## src/rtl/traffic_pkg.sv

```systemverilog
// Shared types and constants for the traffic phase scheduler.
// Holds the phase state enum, approach index constants and common widths.
package traffic_pkg;

  localparam int unsigned NUM_APP = 4;
  localparam int unsigned APP_W   = 2;
  localparam int unsigned CNT_W   = 4;

  localparam logic [APP_W-1:0] APP_B = 2'd0;
  localparam logic [APP_W-1:0] APP_L = 2'd1;
  localparam logic [APP_W-1:0] APP_F = 2'd2;
  localparam logic [APP_W-1:0] APP_R = 2'd3;

  typedef enum logic [1:0] {
    S_GREEN = 2'd0,
    S_AMBER = 2'd1,
    S_CLEAR = 2'd2
  } state_t;

  // One-hot enable vector for an approach index.
  function automatic logic [NUM_APP-1:0] app_onehot(input logic [APP_W-1:0] app);
    app_onehot = NUM_APP'(1) << app;
  endfunction

endpackage

```

## src/rtl/traffic_phase_scheduler_rr_pick.sv

```systemverilog
// rr_pick: combinational rotating-priority picker.
// Ports: req_i (request vector), start_i (first index to scan),
//        idx_o (first set index scanning start_i, start_i+1, ... cyclically),
//        valid_o (any request set).
module rr_pick
  import traffic_pkg::*;
(
  input  logic [NUM_APP-1:0] req_i,
  input  logic [APP_W-1:0]   start_i,
  output logic [APP_W-1:0]   idx_o,
  output logic               valid_o
);

  logic [APP_W-1:0] pos;

  // Scan from the farthest offset down so the nearest offset wins.
  always_comb begin
    idx_o   = start_i;
    valid_o = |req_i;
    pos     = start_i;
    for (int k = NUM_APP - 1; k >= 0; k--) begin
      pos = start_i + APP_W'(k);
      if (req_i[pos]) idx_o = pos;
    end
  end

endmodule

```

## src/rtl/traffic_phase_scheduler.sv

```systemverilog
// traffic_phase_scheduler: tick-driven, preemptible green/amber/all-red
// sequencer for four approaches (Back, Left, Front, Right = 0..3).
// Ports: clk, reset (sync, active-high), tick (timebase strobe),
//        emerg_req/load_req (level requests per approach),
//        green/amber (one-hot enables), all_red, preempt (1-cycle pulse),
//        countdown (remaining ticks in phase), cur_app (served approach).
module traffic_phase_scheduler
  import traffic_pkg::*;
#(
  parameter int unsigned GREEN_TICKS = 8,
  parameter int unsigned AMBER_TICKS = 3,
  parameter int unsigned CLEAR_TICKS = 2
) (
  input  logic               clk,
  input  logic               reset,
  input  logic               tick,
  input  logic [NUM_APP-1:0] emerg_req,
  input  logic [NUM_APP-1:0] load_req,
  output logic [NUM_APP-1:0] green,
  output logic [NUM_APP-1:0] amber,
  output logic               all_red,
  output logic               preempt,
  output logic [CNT_W-1:0]   countdown,
  output logic [APP_W-1:0]   cur_app
);

  localparam logic [CNT_W-1:0] GREEN_LD = CNT_W'(GREEN_TICKS - 1);
  localparam logic [CNT_W-1:0] AMBER_LD = CNT_W'(AMBER_TICKS - 1);
  localparam logic [CNT_W-1:0] CLEAR_LD = CNT_W'(CLEAR_TICKS - 1);

  state_t             state_q, state_d;
  logic [CNT_W-1:0]   cnt_q, cnt_d;
  logic [APP_W-1:0]   cur_app_q, cur_app_d;
  logic [NUM_APP-1:0] green_q, green_d;
  logic [NUM_APP-1:0] amber_q, amber_d;
  logic               all_red_q, all_red_d;
  logic               preempt_q, preempt_d;
  logic [CNT_W-1:0]   countdown_q, countdown_d;

  logic [APP_W-1:0]   load_idx;
  logic               load_vld;
  logic [APP_W-1:0]   emerg_idx;
  logic [APP_W-1:0]   next_app;
  logic [NUM_APP-1:0] emerg_other;
  logic               phase_end;

  rr_pick u_rr_pick (
    .req_i   (load_req),
    .start_i (cur_app_q + APP_W'(1)),
    .idx_o   (load_idx),
    .valid_o (load_vld)
  );

  // Fixed lowest-index priority for emergency requests.
  always_comb begin
    emerg_idx = APP_B;
    for (int k = NUM_APP - 1; k >= 0; k--) begin
      if (emerg_req[k]) emerg_idx = APP_W'(k);
    end
  end

  always_comb begin
    if (|emerg_req)    next_app = emerg_idx;
    else if (load_vld) next_app = load_idx;
    else               next_app = cur_app_q + APP_W'(1);
  end

  assign emerg_other = emerg_req & ~app_onehot(cur_app_q);
  assign phase_end   = tick && (cnt_q == '0);

  // Next-state and registered-output decode.
  always_comb begin
    state_d   = state_q;
    cnt_d     = cnt_q;
    cur_app_d = cur_app_q;
    preempt_d = 1'b0;

    unique case (state_q)
      S_GREEN: begin
        if (|emerg_other) begin
          state_d   = S_AMBER;
          cnt_d     = AMBER_LD;
          preempt_d = 1'b1;
        end else if (emerg_req[cur_app_q]) begin
          cnt_d = GREEN_LD;
        end else if (phase_end) begin
          state_d = S_AMBER;
          cnt_d   = AMBER_LD;
        end else if (tick) begin
          cnt_d = cnt_q - CNT_W'(1);
        end
      end
      S_AMBER: begin
        if (phase_end) begin
          state_d = S_CLEAR;
          cnt_d   = CLEAR_LD;
        end else if (tick) begin
          cnt_d = cnt_q - CNT_W'(1);
        end
      end
      S_CLEAR: begin
        if (phase_end) begin
          state_d   = S_GREEN;
          cnt_d     = GREEN_LD;
          cur_app_d = next_app;
        end else if (tick) begin
          cnt_d = cnt_q - CNT_W'(1);
        end
      end
      default: begin
        state_d = S_CLEAR;
        cnt_d   = CLEAR_LD;
      end
    endcase

    if (reset) begin
      state_d   = S_CLEAR;
      cnt_d     = CLEAR_LD;
      cur_app_d = APP_R;
      preempt_d = 1'b0;
    end

    green_d     = (state_d == S_GREEN) ? app_onehot(cur_app_d) : '0;
    amber_d     = (state_d == S_AMBER) ? app_onehot(cur_app_d) : '0;
    all_red_d   = (state_d == S_CLEAR);
    countdown_d = cnt_d + CNT_W'(1);
  end

  // Reset is folded into the next-state logic, so every register loads *_d.
  always_ff @(posedge clk) begin
    state_q     <= state_d;
    cnt_q       <= cnt_d;
    cur_app_q   <= cur_app_d;
    green_q     <= green_d;
    amber_q     <= amber_d;
    all_red_q   <= all_red_d;
    preempt_q   <= preempt_d;
    countdown_q <= countdown_d;
  end

  assign green     = green_q;
  assign amber     = amber_q;
  assign all_red   = all_red_q;
  assign preempt   = preempt_q;
  assign countdown = countdown_q;
  assign cur_app   = cur_app_q;

endmodule
```

## config.mk

```make
export PLATFORM = sky130hd
export DESIGN_NAME = traffic_phase_scheduler
export DESIGN_NICKNAME = d
export VERILOG_FILES = /design/src/rtl/traffic_pkg.sv /design/src/rtl/traffic_phase_scheduler_rr_pick.sv /design/src/rtl/traffic_phase_scheduler.sv
export SDC_FILE = /design/constraint.sdc
export NUM_CORES = 1
export LEC_CHECK = 0
export CORE_UTILIZATION = 52
export DETAILED_ROUTE_END_ITERATION = 10
export HOLD_SLACK_MARGIN = 0.12
export PLACE_DENSITY = 0.83
export SLEW_MARGIN = 10
export SYNTH_ARGS = -nofsm -noshare
export SYNTH_HDL_FRONTEND = slang
export SYNTH_SLANG_ARGS = --single-unit
```

## constraint.sdc

```tcl
create_clock -name clk -period 6.33 [get_ports clk]
set_input_delay 1.266 -clock clk [delete_from_list [all_inputs] [get_ports clk]]
set_output_delay 1.266 -clock clk [all_outputs]
set_load 0.05 [all_outputs]
```

* Yosys cells after proc, flatten, opt, wreduce, memory -nomap -nowiden
Cells that the tools add are included.
** Storage, ports and cells
- Register bits after elaboration :: 22
- Input port bits :: 11
** Cells by class
- Add/sub/neg operators :: 6
- Magnitude comparators :: 5
- Eq/ne operators :: 4
- Shift-type cells :: 2
- Muxes and demuxes :: 39
- Bitwise gates (word level) :: 3
- Reductions and logical operators :: 8
** Operators by type and width (number)
- two-way mux 2 bit :: 19
- two-way mux 4 bit :: 7
- less-than comparator 2 x 3 -> 1 bit (second input constant) :: 5
- case mux 4 bit (3 select lines) :: 1
- OR reduction 4 bit :: 3
- binary-select mux 1 bit (select 2 bit) :: 5
- << shifter 1 x 2 -> 4 bit (first input constant) :: 2
- two-way mux 1 bit :: 6
- case mux 2 bit (3 select lines) :: 1
- adder 2 x 1 -> 2 bit (second input constant) :: 2
- adder 2 bit (second input constant) :: 2
- adder 4 x 1 -> 4 bit (second input constant) :: 1
- bitwise AND 4 bit :: 1
- == test 2 x 1 -> 1 bit (second input constant) :: 2
- == test 2 bit (second input constant) :: 2
- zero test 2 bit :: 2
- zero test 4 bit :: 1
- inverter 4 bit :: 1
- subtractor 4 x 1 -> 4 bit (second input constant) :: 1
- OR reduction 2 bit :: 1
- logical AND 1 bit :: 1
- inverter 1 bit :: 1

* Depth between registers and ports, before layout
Gate-level depths: netlist of the first run.
- Depth in word-level cells :: 14
- Depth in mapped cells :: 9
- Depth with buffers taken out :: 9

* Hierarchy
Synthesis of the first run repeated with hierarchy kept, for this count alone.
** Second synthesis, totals
- Cell total of the unflattened synthesis :: 133
- Area total of the unflattened synthesis :: 1212.4 sq um
** Modules (own cells, without submodules)
- traffic_phase_scheduler :: times used 1, cells an instance 117, area each 1112.3 sq um, sequential area each 440.4 sq um
- rr_pick :: times used 1, cells an instance 16, area each 100.1 sq um, sequential area each 0.0 sq um

* Least setup slack after synthesis of the first run
No wires, ideal clock.
- Path type :: input to register
- From :: in tick
- To :: reg countdown_q[2], in the netlist countdown[2]
- Setup time :: 0.116 ns
- Arrival :: 2.576 ns
- Required time :: 6.214 ns
- Slack :: 3.638 ns
- Cell stages on the path :: 7
- Buffers on the path :: 2
- Cells stage by stage :: clkbuf_2 > and4bb_2 > buf_2 > o21ai_0 > a211o_4 > a21oi_2 > and3b_1
** Between the ends
- Word-level cells in the longest chain between the ends :: 7
- Elaborated cells on any way between the ends :: 10
- Those cells by class :: add/sub: 1; mux: 8; reduce/logical: 1
** Ends and longest elaborated chain
- from (decl) :: line traffic_phase_scheduler.sv:16 : input logic tick,
- two-way mux 4 bit / logical AND 1 bit (equally long branches)
- two-way mux 4 bit :: line traffic_phase_scheduler.sv:86 : end else if (phase_end) begin
- two-way mux 4 bit :: line traffic_phase_scheduler.sv:84 : end else if (emerg_req[cur_app_q]) begin
- two-way mux 4 bit :: line traffic_phase_scheduler.sv:80 : if (|emerg_other) begin
- case mux 4 bit (3 select lines) * :: line traffic_phase_scheduler.sv:78 : unique case (state_q)
- two-way mux 4 bit * :: line traffic_phase_scheduler.sv:116 : if (reset) begin
- named net cnt_d[0] :: line traffic_phase_scheduler.sv:32 : logic [CNT_W-1:0] cnt_q, cnt_d;
- adder 4 x 1 -> 4 bit * :: line traffic_phase_scheduler.sv:126 : countdown_d = cnt_d + CNT_W'(1);
- named net countdown_d[2] :: line traffic_phase_scheduler.sv:38 : logic [CNT_W-1:0] countdown_q, countdown_d;
- to (signal assigned) :: line traffic_phase_scheduler.sv:138 : countdown_q <= countdown_d;
- to (decl) :: line traffic_phase_scheduler.sv:38
Mark *: on every way through the listed nets, which the timed path passes. The rest lies on a longest branch.
A chain may end at the register's enable or synchronous reset.

* Final worst setup path of the first run
- From :: reg cur_app_q[0], in the netlist cur_app[0]
- To :: out cur_app[0]
** RTL lines
- from (decl) :: line traffic_phase_scheduler.sv:33 : logic [APP_W-1:0] cur_app_q, cur_app_d;
- from (signal assigned) :: line traffic_phase_scheduler.sv:133 : cur_app_q <= cur_app_d;
- to (decl) :: line traffic_phase_scheduler.sv:24 : output logic [APP_W-1:0] cur_app
No word-level cell between the ends.

==> run summary, run 1 <==
Min-Delay Endpoint - preempt
WS Path Type - reg -> out
Worst path max stage delay - 0.89 ns
simple-gate portion of the synthesized area - 21.3%
Initial Util - 57.4%
drt total wl - 2380 um
Reg-to-Reg Start - cur_app[0]
max-slew violation count - 0
number of DRC markers in iteration 0 - 11
crit path buf inv count - 1
fin nets - 165
mux contribution to synthesized area - 1.94%
Period Utilization, post-route - 48.2%
CTS H-tree lvls - 1
Max IR drop VDD - 224 uV
clk sink count - 22
M3 GR Usage - 4.98%
FFs w/ async S/R, synth - 0%
pwr dens - 235 nW/um^2
Slowest-stage cell, CP - clkdlybuf4s50_1
vias in the first global route - 947
reg2reg setup slack - 3.83 ns
hold path cells - 1
final setup fails - 0
XOR/XNOR Fraction of Synth Area - 2.26%
synth warn - 0
fmax - 327 MHz
Synth top area share - 37.9%
cell family with most CP delay - buffers and inverters
DRC viols - 0
All-Layer GR Usage - 22.4%
Hold Buf Count CTS - 0
Via density - 5.66
initial antenna violation count - 0
Num CTS Buffers - 3
cell type with the largest total area after synthesis - dfxtp_1
register area share after synthesis - 37.9%
Gate Count Post-Synth - 121
most frequent cells after synthesis - dfxtp_1 (22), inv_1 (9), nor3_1 (8), nor2_1 (7), ha_1 (6)
CTS root buf - clkbuf_4
Die Span Y - 49.3 um
worst-path fanout max - 10
R2R Path End - green[1]
Pwr Total - 350 uW
gr ovfl total - 0
synthesized flop and latch total - 22
post-DP HPWL - 1850 um
syn_area_per_cell - 9.60 um^2
crit-path cells - clkdlybuf4s50_1
fin crit period - 3.05 ns
TritonRoute pass-1 iters - 4
max-cap violation count - 0
layout cell share with drive strength beyond 1 - 12.2%
top post-synthesis cells by area - dfxtp_1 (38%), ha_1 (6.5%), nor3_1 (3.4%)
final hold vios - 0
largest family of logic cells by synthesized area - compound AO/OA/AOI/OAI gates
status - complete, no violations
Post-synth EDFFs - 0
RSZ-0062 raised after global routing - no
Placer Congestion - 0.830
Area Overhead vs Synth - 28.3%
Die W - 49.3 um
WL/cell - 13.7 um
Synth Area in Adders - 6.47%
Yosys cell types - 50
count leader, synth - dfxtp_1
antenna cell count - 0
Worst Hold Class - reg -> reg
Routed Antenna Nets - 0
Worst-Margin Slew - 0.516 ns
Reg clk slew, reported paths - 0.11 ns
worst r2r path cells - 9
Placeable Area - 2020 um^2
routing usage on met2 - 36.1%
count of cells resized by post-cts repair - 0
Startpoint Class - flop
leakage - 0.000587 uW
largest net degree at the start of global routing - 14
Post-Route Setup TNS - 0 ns
Worst setup EP type - output port
post-synthesis compound-gate area fraction - 25.3%
DIE AREA - 2430 um^2
routed vias - 984
Cell Rows - 16
global routing's busiest layer - met2
Worst EP arrival - 1.79 ns
port buffer count - 26
Clk Latency, worst-skew pair - 0.30 ns
syn_nets - 138
global-route wire length before repair - 4190 um
CP required - 5.06 ns
IO Pins - 27
Bufs on Longest Clock Path - 2
Max-slew headroom - 65.5%
min-delay src - state_q[1]
Top FF cell, synth - dfxtp_1
met1 Resource Use GR - 29.4%
CTS tree - yes
area of the mapped netlist - 1160 um^2
Setup Skew - 0.00387 ns
Post-CTS Setup Repair Bufs - 0
# fillers - 147
==> cell type report <==
type | count | area [um^2] | area share (%)
Inverter | 10 | 37.5 | 2.52
Tap cell | 27 | 33.8 | 2.27
Clock inverter | 1 | 30.0 | 2.02
Multi-Input combinational cell | 85 | 666 | 44.7
Sequential cell | 22 | 440 | 29.6
Timing Repair Buffer | 26 | 260 | 17.5
Clock buffer | 3 | 22.5 | 1.51
==> placed cells by master, fill, tap and decap left out, drive strengths merged, types with 2 or more instances in the layout <==
cell type	count
nor2	7
o21ai	8
xnor2	3
ha	6
a211oi	2
inv	10
nand3	4
and2	4
nand2	3
a21oi	6
nor2b	2
clkdlybuf4s50	26
nand2b	3
clkbuf	3
o21bai	2
and4bb	2
nor3	8
a211o	3
dfxtp	22
==> per-stage QoR <==
stage               hold WS [ns]  util, %  instance area, um^2  worst slack (ns)  cells
floorplan                  0.505        -                 1160              3.64    121
global placement           0.562     71.1                 1440              3.10    170
global route               0.609     73.7                 1490              3.20    174
detailed placement         0.551     71.1                 1440              3.03    170
finish                     0.576     73.7                 1490              3.28    174
CTS                        0.572     73.7                 1490              3.27    174
==> flip-flops by register name (all words and copies together), names as in the netlist <==
| signal | flops |
|---|---|
| amber | 4 |
| cnt_q | 4 |
| preempt | 1 |
| green | 4 |
| all_red | 1 |
| cur_app | 2 |
| countdown | 4 |
| state_q | 2 |
==> metal layers <==
| layer | wire [um] | part of all wire (%) |
|---|---|---|
| met3 | 89 | 3.7 |
| met5 | 0 | 0 |
| met1 | 1170 | 49 |
| met4 | 23 | 0.97 |
| met2 | 1090 | 46 |
==> power by group <==
| part | internal (uW) | total (uW) | leakage (uW) | switching [uW] |
|---|---|---|---|---|
| clock network | 64.0 | 105 | 0.0000279 | 40.8 |
| registers | 147 | 153 | 0.000179 | 6.28 |
| logic | 37.7 | 91.5 | 0.000379 | 53.7 |
==> worst max path at each step <==
stage / cells past startpoint / end / from
after floorplan: 7 / countdown[2] / tick
after global placement: 7 / amber[1] / tick
after detailed placement: 7 / amber[1] / tick
after global routing: 1 / cur_app[0] / cur_app[0]
final: 1 / cur_app[0] / cur_app[0]
after CTS: 1 / cur_app[0] / cur_app[0]
==> kinds of logic (layout without fill, tap and decap cells) <==
logic type | count (synthesis) | after routing
fa+ha+maj | 6 | 6
mux | 1 | 1
compound gates | 35 | 35
buf+inv | 14 | 40
xor+xnor | 3 | 3
flops | 22 | 22
simple gates | 40 | 40
No activity file was read; power rests on OpenSTA's default activity.
==> run 2: changes to the inputs <==
--- a/config.mk
+++ b/config.mk
@@ -5,10 +5,10 @@
 export SDC_FILE = /design/constraint.sdc
 export NUM_CORES = 1
 export LEC_CHECK = 0
-export CORE_UTILIZATION = 52
+export CORE_UTILIZATION = 44
 export DETAILED_ROUTE_END_ITERATION = 10
 export HOLD_SLACK_MARGIN = 0.12
-export PLACE_DENSITY = 0.83
+export PLACE_DENSITY = 0.75
 export SLEW_MARGIN = 10
 export SYNTH_ARGS = -nofsm -noshare
 export SYNTH_HDL_FRONTEND = slang
==> constraint.sdc (replaced) <==
create_clock -name clk -period 2.45 [get_ports clk]
set_input_delay 0.49 -clock clk [delete_from_list [all_inputs] [get_ports clk]]
set_output_delay 0.49 -clock clk [all_outputs]
set_load 0.05 [all_outputs]
==> run 2 against run 1 <==
Effect of this change:
- non-clock buffer count is 9 higher
- largest power group unchanged
- first-iteration DRC count up 73%
- power rose by 130%
- combinational power rose to 2.8 times the previous value
- sequential cell count unchanged
- clock power up 45%
- die area grew 17%
- setup slack got worse by 2.9 ns
- via count rose by 3.2%
- sequential share of layout area decreased by 0.74 points
==> run summary, run 2 (synthesized netlist as in run 1, its figures left out) <==
Placer Congestion - 0.847 (was 0.830)
fin nets - 174 (was 165)
Worst-Margin Slew - 0.514 ns (was 0.516 ns)
Worst EP arrival - 2.36 ns (was 1.79 ns)
Initial Util - 46.9% (was 57.4%)
post-DP HPWL - 2100 um (was 1850 um)
Worst setup EP type - flop (was output port)
CP required - 2.69 ns (was 5.06 ns)
Post-Route Setup TNS - 0 ns (unchanged)
Num CTS Buffers - 3 (unchanged)
Die W - 53.4 um (was 49.3 um)
worst r2r path cells - 9 (unchanged)
Psw - 253 uW (was 101 uW)
Comb power frac - 31.7% (was 26.2%)
Post-CTS Setup Repair Bufs - 0 (unchanged)
final hold vios - 0 (unchanged)
Routed Antenna Nets - 0 (unchanged)
gr ovfl total - 0 (unchanged)
worst-path fanout max - 5 (was 10)
WL met1 - 1210 um (was 1170 um)
Clk pwr share - 19.1% (was 30.0%)
vias in the first global route - 1,031 (was 947)
IO Pins - 27 (unchanged)
DRC viols - 0 (unchanged)
Setup Skew - 0.00493 ns (was 0.00387 ns)
final worst slack - 0.326 ns (was 3.28 ns)
CTS H-tree lvls - 1 (unchanged)
Clk Latency, worst-skew pair - 0.30 ns (about the same)
TritonRoute pass-1 iters - 4 (unchanged)
Storage cell area - 442 um^2 (was 440 um^2)
initial antenna violation count - 0 (unchanged)
status - complete, no violations (unchanged)
Max IR drop VDD - 429 uV (was 224 uV)
share of power burned in registers - 49.2% (was 43.9%)
port buffer count - 26 (unchanged)
fin crit period - 2.12 ns
metal2 WL - 1250 um (was 1090 um)
end point of the critical path - countdown[1] (was cur_app[0])
hold path cells - 1 (unchanged)
highest-count cells in the layout ignoring fill and taps - clkdlybuf4s50_1 (26), dfxtp_1 (21), inv_1 (9), buf_4 (9), nor3_1 (8) (was clkdlybuf4s50_1 (26), dfxtp_1 (22), inv_1 (9))
reg2reg setup slack - 0.39 ns (was 3.83 ns)
clk sink count - 22 (unchanged)
CTS tree - yes (unchanged)
max-cap violation count - 0 (unchanged)
drt total wl - 2570 um (was 2380 um)
max-slew violation count - 0 (unchanged)
layout cell share with drive strength beyond 1 - 17.4% (was 12.2%)
global-route wire length before repair - 4370 um (was 4190 um)
Bufs on Longest Clock Path - 2 (unchanged)
Via density - 5.49 (was 5.66)
WL/cell - 13.9 um (was 13.7 um)
# fillers - 224 (was 147)
pwr dens - 520 nW/um^2 (was 235 nW/um^2)
placed insts - 182 (was 170)
All-Layer GR Usage - 21.1% (was 22.4%)
final setup fails - 0 (unchanged)
switching fraction of total power - 31.7% (was 28.8%)
largest net degree at the start of global routing - 13 (was 14)
Worst setup startpoint - emerg_req[3] (was cur_app[0])
Worst Hold Class - reg -> reg (unchanged)
DIE AREA - 2850 um^2 (was 2430 um^2)
Fin Hold WS - 0.579 ns (was 0.576 ns)
Placeable Area - 2480 um^2 (was 2020 um^2)
Top Layer Used - met4 (unchanged)
non-filler cells, final - 185 (was 174)
Period Utilization, post-route - 86.7%
Max-slew headroom - 65.6% (was 65.5%)
Cell Rows - 18 (was 16)
routed vias - 1,015 (was 984)
Area Overhead vs Synth - 32.0% (was 28.3%)
Reg-to-Reg Start - cur_app[0] (unchanged)
number of DRC markers in iteration 0 - 19 (was 11)
internal power - 544 uW (was 249 uW)
CTS root buf - clkbuf_4 (unchanged)
WS Path Type - in -> reg (was reg -> out)
antenna cell count - 0 (unchanged)
wire length on met3 - 88 um (was 89 um)
R2R Path End - amber[2] (was green[1])
leakage - 0.000615 uW (was 0.000587 uW)
Hold Buf Count CTS - 0 (unchanged)
fmax - 471 MHz
Startpoint Class - input port (was flop)
area of the multi-input gates - 666 um^2 (unchanged)
dpl ws - 0.0256 ns (was 3.03 ns)
Reg clk slew, reported paths - 0.11 ns (about the same)
count of cells resized by post-cts repair - 0 (unchanged)
Die Span Y - 53.4 um (was 49.3 um)
commonest non-fill, non-tap cell in the layout - clkdlybuf4s50_1 (unchanged)
RSZ-0062 raised after global routing - no (unchanged)
==> run 2: worst min-delay path by stage <==
stage | from | end
after floorplan | state_q[1] | preempt
after global placement | state_q[1] | preempt
after global routing | state_q[1] | preempt
final | state_q[1] | preempt
after CTS | state_q[1] | preempt
after detailed placement | state_q[1] | preempt
==> run 2: power groups by stage <==
| stage | sequential [uW] | combinational [uW] | clock, uW |
|---|---|---|---|
| 6_report | 392 | 252 | 152 |
| 2_1_floorplan | 451 | 117 | 0 |
| 3_5_place_dp | 401 | 251 | 0 |
| 4_1_cts | 392 | 252 | 159 |
| 5_1_grt | 395 | 274 | 167 |
| 3_3_place_gp | 400 | 243 | 0 |
==> run 2: layer usage <==
layer / track usage [%] / vias to the layer above
met3: 5.75 / 4
met1: 24.7 / 476
met4: 6.14 / 0
met5: 0 / -
met2: 36.9 / 22
li1: - / 513
==> run 2: worst max-delay path: stages <==
cell             delay, ns
clkdlybuf4s50_1       0.47
mux4_2                0.54
o21ai_1               0.26
o311ai_2              0.22
and2_1                0.24
a21oi_1               0.14
==> run 2: metrics by stage <==
step / power, uW / utilization [%] / area (um^2)
after floorplan: 568 / - / 1160
after global placement: 643 / 61.0 / 1510
after detailed placement: 652 / 61.0 / 1510
after CTS: 803 / 61.9 / 1530
after global routing: 835 / 61.9 / 1530
final: 797 / 61.9 / 1530
==> run 2: layout make-up <==
type	count	area share, %
clock buffer	3	1.47
sequential	22	28.8
timing repair buffer	35	21.4
tap	30	2.45
inverter	10	2.45
multi-input combinational	85	43.4
==> run 3: changes to the inputs <==
--- a/config.mk
+++ b/config.mk
@@ -5,10 +5,13 @@
 export SDC_FILE = /design/constraint.sdc
 export NUM_CORES = 1
 export LEC_CHECK = 0
-export CORE_UTILIZATION = 44
+export CELL_PAD_IN_SITES_DETAIL_PLACEMENT = 0
+export CELL_PAD_IN_SITES_GLOBAL_PLACEMENT = 1
+export CORE_UTILIZATION = 33
 export DETAILED_ROUTE_END_ITERATION = 10
 export HOLD_SLACK_MARGIN = 0.12
-export PLACE_DENSITY = 0.75
+export MAX_ROUTING_LAYER = met4
+export PLACE_DENSITY_LB_ADDON = 0.1
 export SLEW_MARGIN = 10
 export SYNTH_ARGS = -nofsm -noshare
 export SYNTH_HDL_FRONTEND = slang
==> run 3 against run 2 <==
Effect of this change:
- register-to-register slack got worse by 0.05 ns
- critical path depth did not move
- clock power barely moved
- worst hold slack improved by 0.016 ns
- critical path type unchanged
- non-clock buffer count increased by 1
- sequential share of layout area down 0.51 points
- via count fell by 2.0%
- routed wire length is 1.1% lower
- combinational power is essentially flat
- maximum frequency increased by 0.22%
- largest power group unchanged
- global-route usage decreased by 5.4 points
==> run summary, run 3 (synthesized netlist as in run 1, its figures left out) <==
status - complete, no violations (unchanged)
DIE AREA - 3760 um^2 (was 2850 um^2)
post-DP HPWL - 2030 um (was 2100 um)
Worst-Margin Slew - 0.508 ns (was 0.514 ns)
crit-path cells - clkdlybuf4s50_1, mux4_2, and3_4, a211o_4, a21oi_2, and3b_1 (was clkdlybuf4s50_1, mux4_2, o21ai_1, o311ai_2, and2_1, a21oi_1)
# fillers - 355 (was 224)
min-delay src - state_q[1] (unchanged)
WS Path Type - in -> reg (unchanged)
crit path buf inv count - 1 (unchanged)
IO Pins - 27 (unchanged)
Cell Rows - 21 (was 18)
max-cap violation count - 0 (unchanged)
M3 GR Usage - 2.10% (was 5.75%)
Slowest-stage cell, CP - mux4_2 (unchanged)
Max-slew headroom - 66.1% (was 65.6%)
max-slew violation count - 0 (unchanged)
CP required - 2.64 ns (was 2.69 ns)
Routed Antenna Nets - 0 (unchanged)
Area Overhead vs Synth - 34.4% (was 32.0%)
Setup Skew - 0.000878 ns (was 0.00493 ns)
Worst EP arrival - 2.31 ns (was 2.36 ns)
gr ovfl total - 0 (unchanged)
vias in the first global route - 961 (was 1,031)
pwr dens - 510 nW/um^2 (was 520 nW/um^2)
routing usage on met2 - 23.6% (was 36.9%)
layout cell share with drive strength beyond 1 - 17.9% (was 17.4%)
Post-CTS Setup Repair Bufs - 0 (unchanged)
WL/cell - 12.6 um (was 13.9 um)
routed vias - 995 (was 1,015)
Period Utilization, post-route - 86.5% (was 86.7%)
worst-path fanout max - 7 (was 5)
met1 Resource Use GR - 21.9% (was 24.7%)
count of cells resized by post-cts repair - 0 (unchanged)
Worst path max stage delay - 0.56 ns (was 0.54 ns)
Startpoint Class - input port (unchanged)
Placer Congestion - 0.803 (was 0.847)
cell family with most CP delay - multiplexers (was compound AO/OA/AOI/OAI gates)
clk sink count - 22 (unchanged)
Worst Hold Class - reg -> reg (unchanged)
number of DRC markers in iteration 0 - 41 (was 19)
Initial Util - 34.5% (was 46.9%)
fmax - 472 MHz (was 471 MHz)
leakage - 0.000620 uW (was 0.000615 uW)
Reg clk slew, reported paths - 0.10 ns (was 0.11 ns)
antenna cell count - 0 (unchanged)
global routing's busiest layer - met2 (unchanged)
area of the multi-input gates - 666 um^2 (unchanged)
global-route wire length before repair - 4220 um (was 4370 um)
Placeable Area - 3360 um^2 (was 2480 um^2)
initial antenna violation count - 0 (unchanged)
All-Layer GR Usage - 15.7% (was 21.1%)
Die W - 61.3 um (was 53.4 um)
DRC viols - 0 (unchanged)
Clk Latency, worst-skew pair - 0.29 ns (was 0.30 ns)
Min-Delay Endpoint - preempt (unchanged)
Bufs on Longest Clock Path - 2 (unchanged)
Num CTS Buffers - 3 (unchanged)
Worst setup EP type - flop (unchanged)
CTS tree - yes (unchanged)
Storage cell area - 442 um^2 (unchanged)
port buffer count - 26 (unchanged)
hold path cells - 1 (unchanged)
worst r2r path cells - 9 (unchanged)
Post-Route Setup TNS - 0 ns (unchanged)
fin crit period - 2.12 ns (about the same)
CTS H-tree lvls - 1 (unchanged)
final hold vios - 0 (unchanged)
drt total wl - 2550 um (was 2570 um)
R2R Path End - green[0] (was amber[2])
Via density - 4.93 (was 5.49)
largest net degree at the start of global routing - 13 (unchanged)
RSZ-0062 raised after global routing - no (unchanged)
Fin Hold WS - 0.595 ns (was 0.579 ns)
final setup fails - 0 (unchanged)
Hold Buf Count CTS - 0 (unchanged)
commonest non-fill, non-tap cell in the layout - clkdlybuf4s50_1 (unchanged)
Max IR drop VDD - 293 uV (was 429 uV)
TritonRoute pass-1 iters - 4 (unchanged)
Die Span Y - 61.3 um (was 53.4 um)
CTS root buf - clkbuf_4 (unchanged)
fin nets - 175 (was 174)
reg2reg setup slack - 0.34 ns (was 0.39 ns)
highest-count cells in the layout ignoring fill and taps - clkdlybuf4s50_1 (26), dfxtp_1 (21), buf_4 (10) (was clkdlybuf4s50_1 (26), dfxtp_1 (21), inv_1 (9), buf_4 (9), nor3_1 (8))
Reg-to-Reg Start - cur_app[1] (was cur_app[0])
run 3: cell count changes in the layout (fill, tap and decap cells not counted), sizes merged:
cell	change
buf	+1
run 3: worst max-delay path by stage:
stage	startpoint	end	slack (ns)	cells after the start
3_5_place_dp	emerg_req[3]	countdown[2]	0.02	6
2_1_floorplan	cur_app[1]	green[1]	0.11	9
4_1_cts	cur_app[1]	green[0]	0.30	9
5_1_grt	cur_app[1]	green[0]	0.1	9
3_3_place_gp	emerg_req[3]	countdown[2]	0.07	6
6_report	emerg_req[3]	countdown[2]	0.33	6
run 3: cell type report:
cell class | instances | area share, %
clock buffers | 3 | 1.44
repair buffers | 36 | 21.5
well taps | 46 | 3.69
inverters | 10 | 2.41
flip-flops and latches | 22 | 28.3
multi-input cells | 85 | 42.7
run 3: routing by layer:
metal,share of wire (%),up-vias
met4,0.59,0
li1,-,514
met5,0,-
met2,45,17
met1,51,462
met3,3.2,2
run 3: stage by stage:
step / instance area, um^2 / power (uW) / setup slack, ns / instances / util (%)
final: 1560 / 796 / 0.331 / 202 / 46.4
after global placement: 1540 / 650 / 0.0683 / 199 / 45.7
after floorplan: 1160 / 568 / 0.110 / 121 / -
after global routing: 1560 / 845 / 0.0975 / 202 / 46.4
after CTS: 1560 / 806 / 0.301 / 202 / 46.4
after detailed placement: 1540 / 654 / 0.0216 / 199 / 45.7
run 3: worst reg2reg max path, delay by kind of cell (launching register included):
kind | cells | cell delay (ns)
compound gates | 5 | 0.93
fa+ha+maj | 1 | 0.37
flops | 1 | 0.34
buf+inv | 2 | 0.23
simple gates | 1 | 0.19
run 3: report_power, final:
| part | switching [uW] | internal (uW) |
|---|---|---|
| sequential | 13.1 | 380 |
| combinational | 145 | 108 |
| clock | 92.9 | 57.1 |
| total | 251 | 545 |
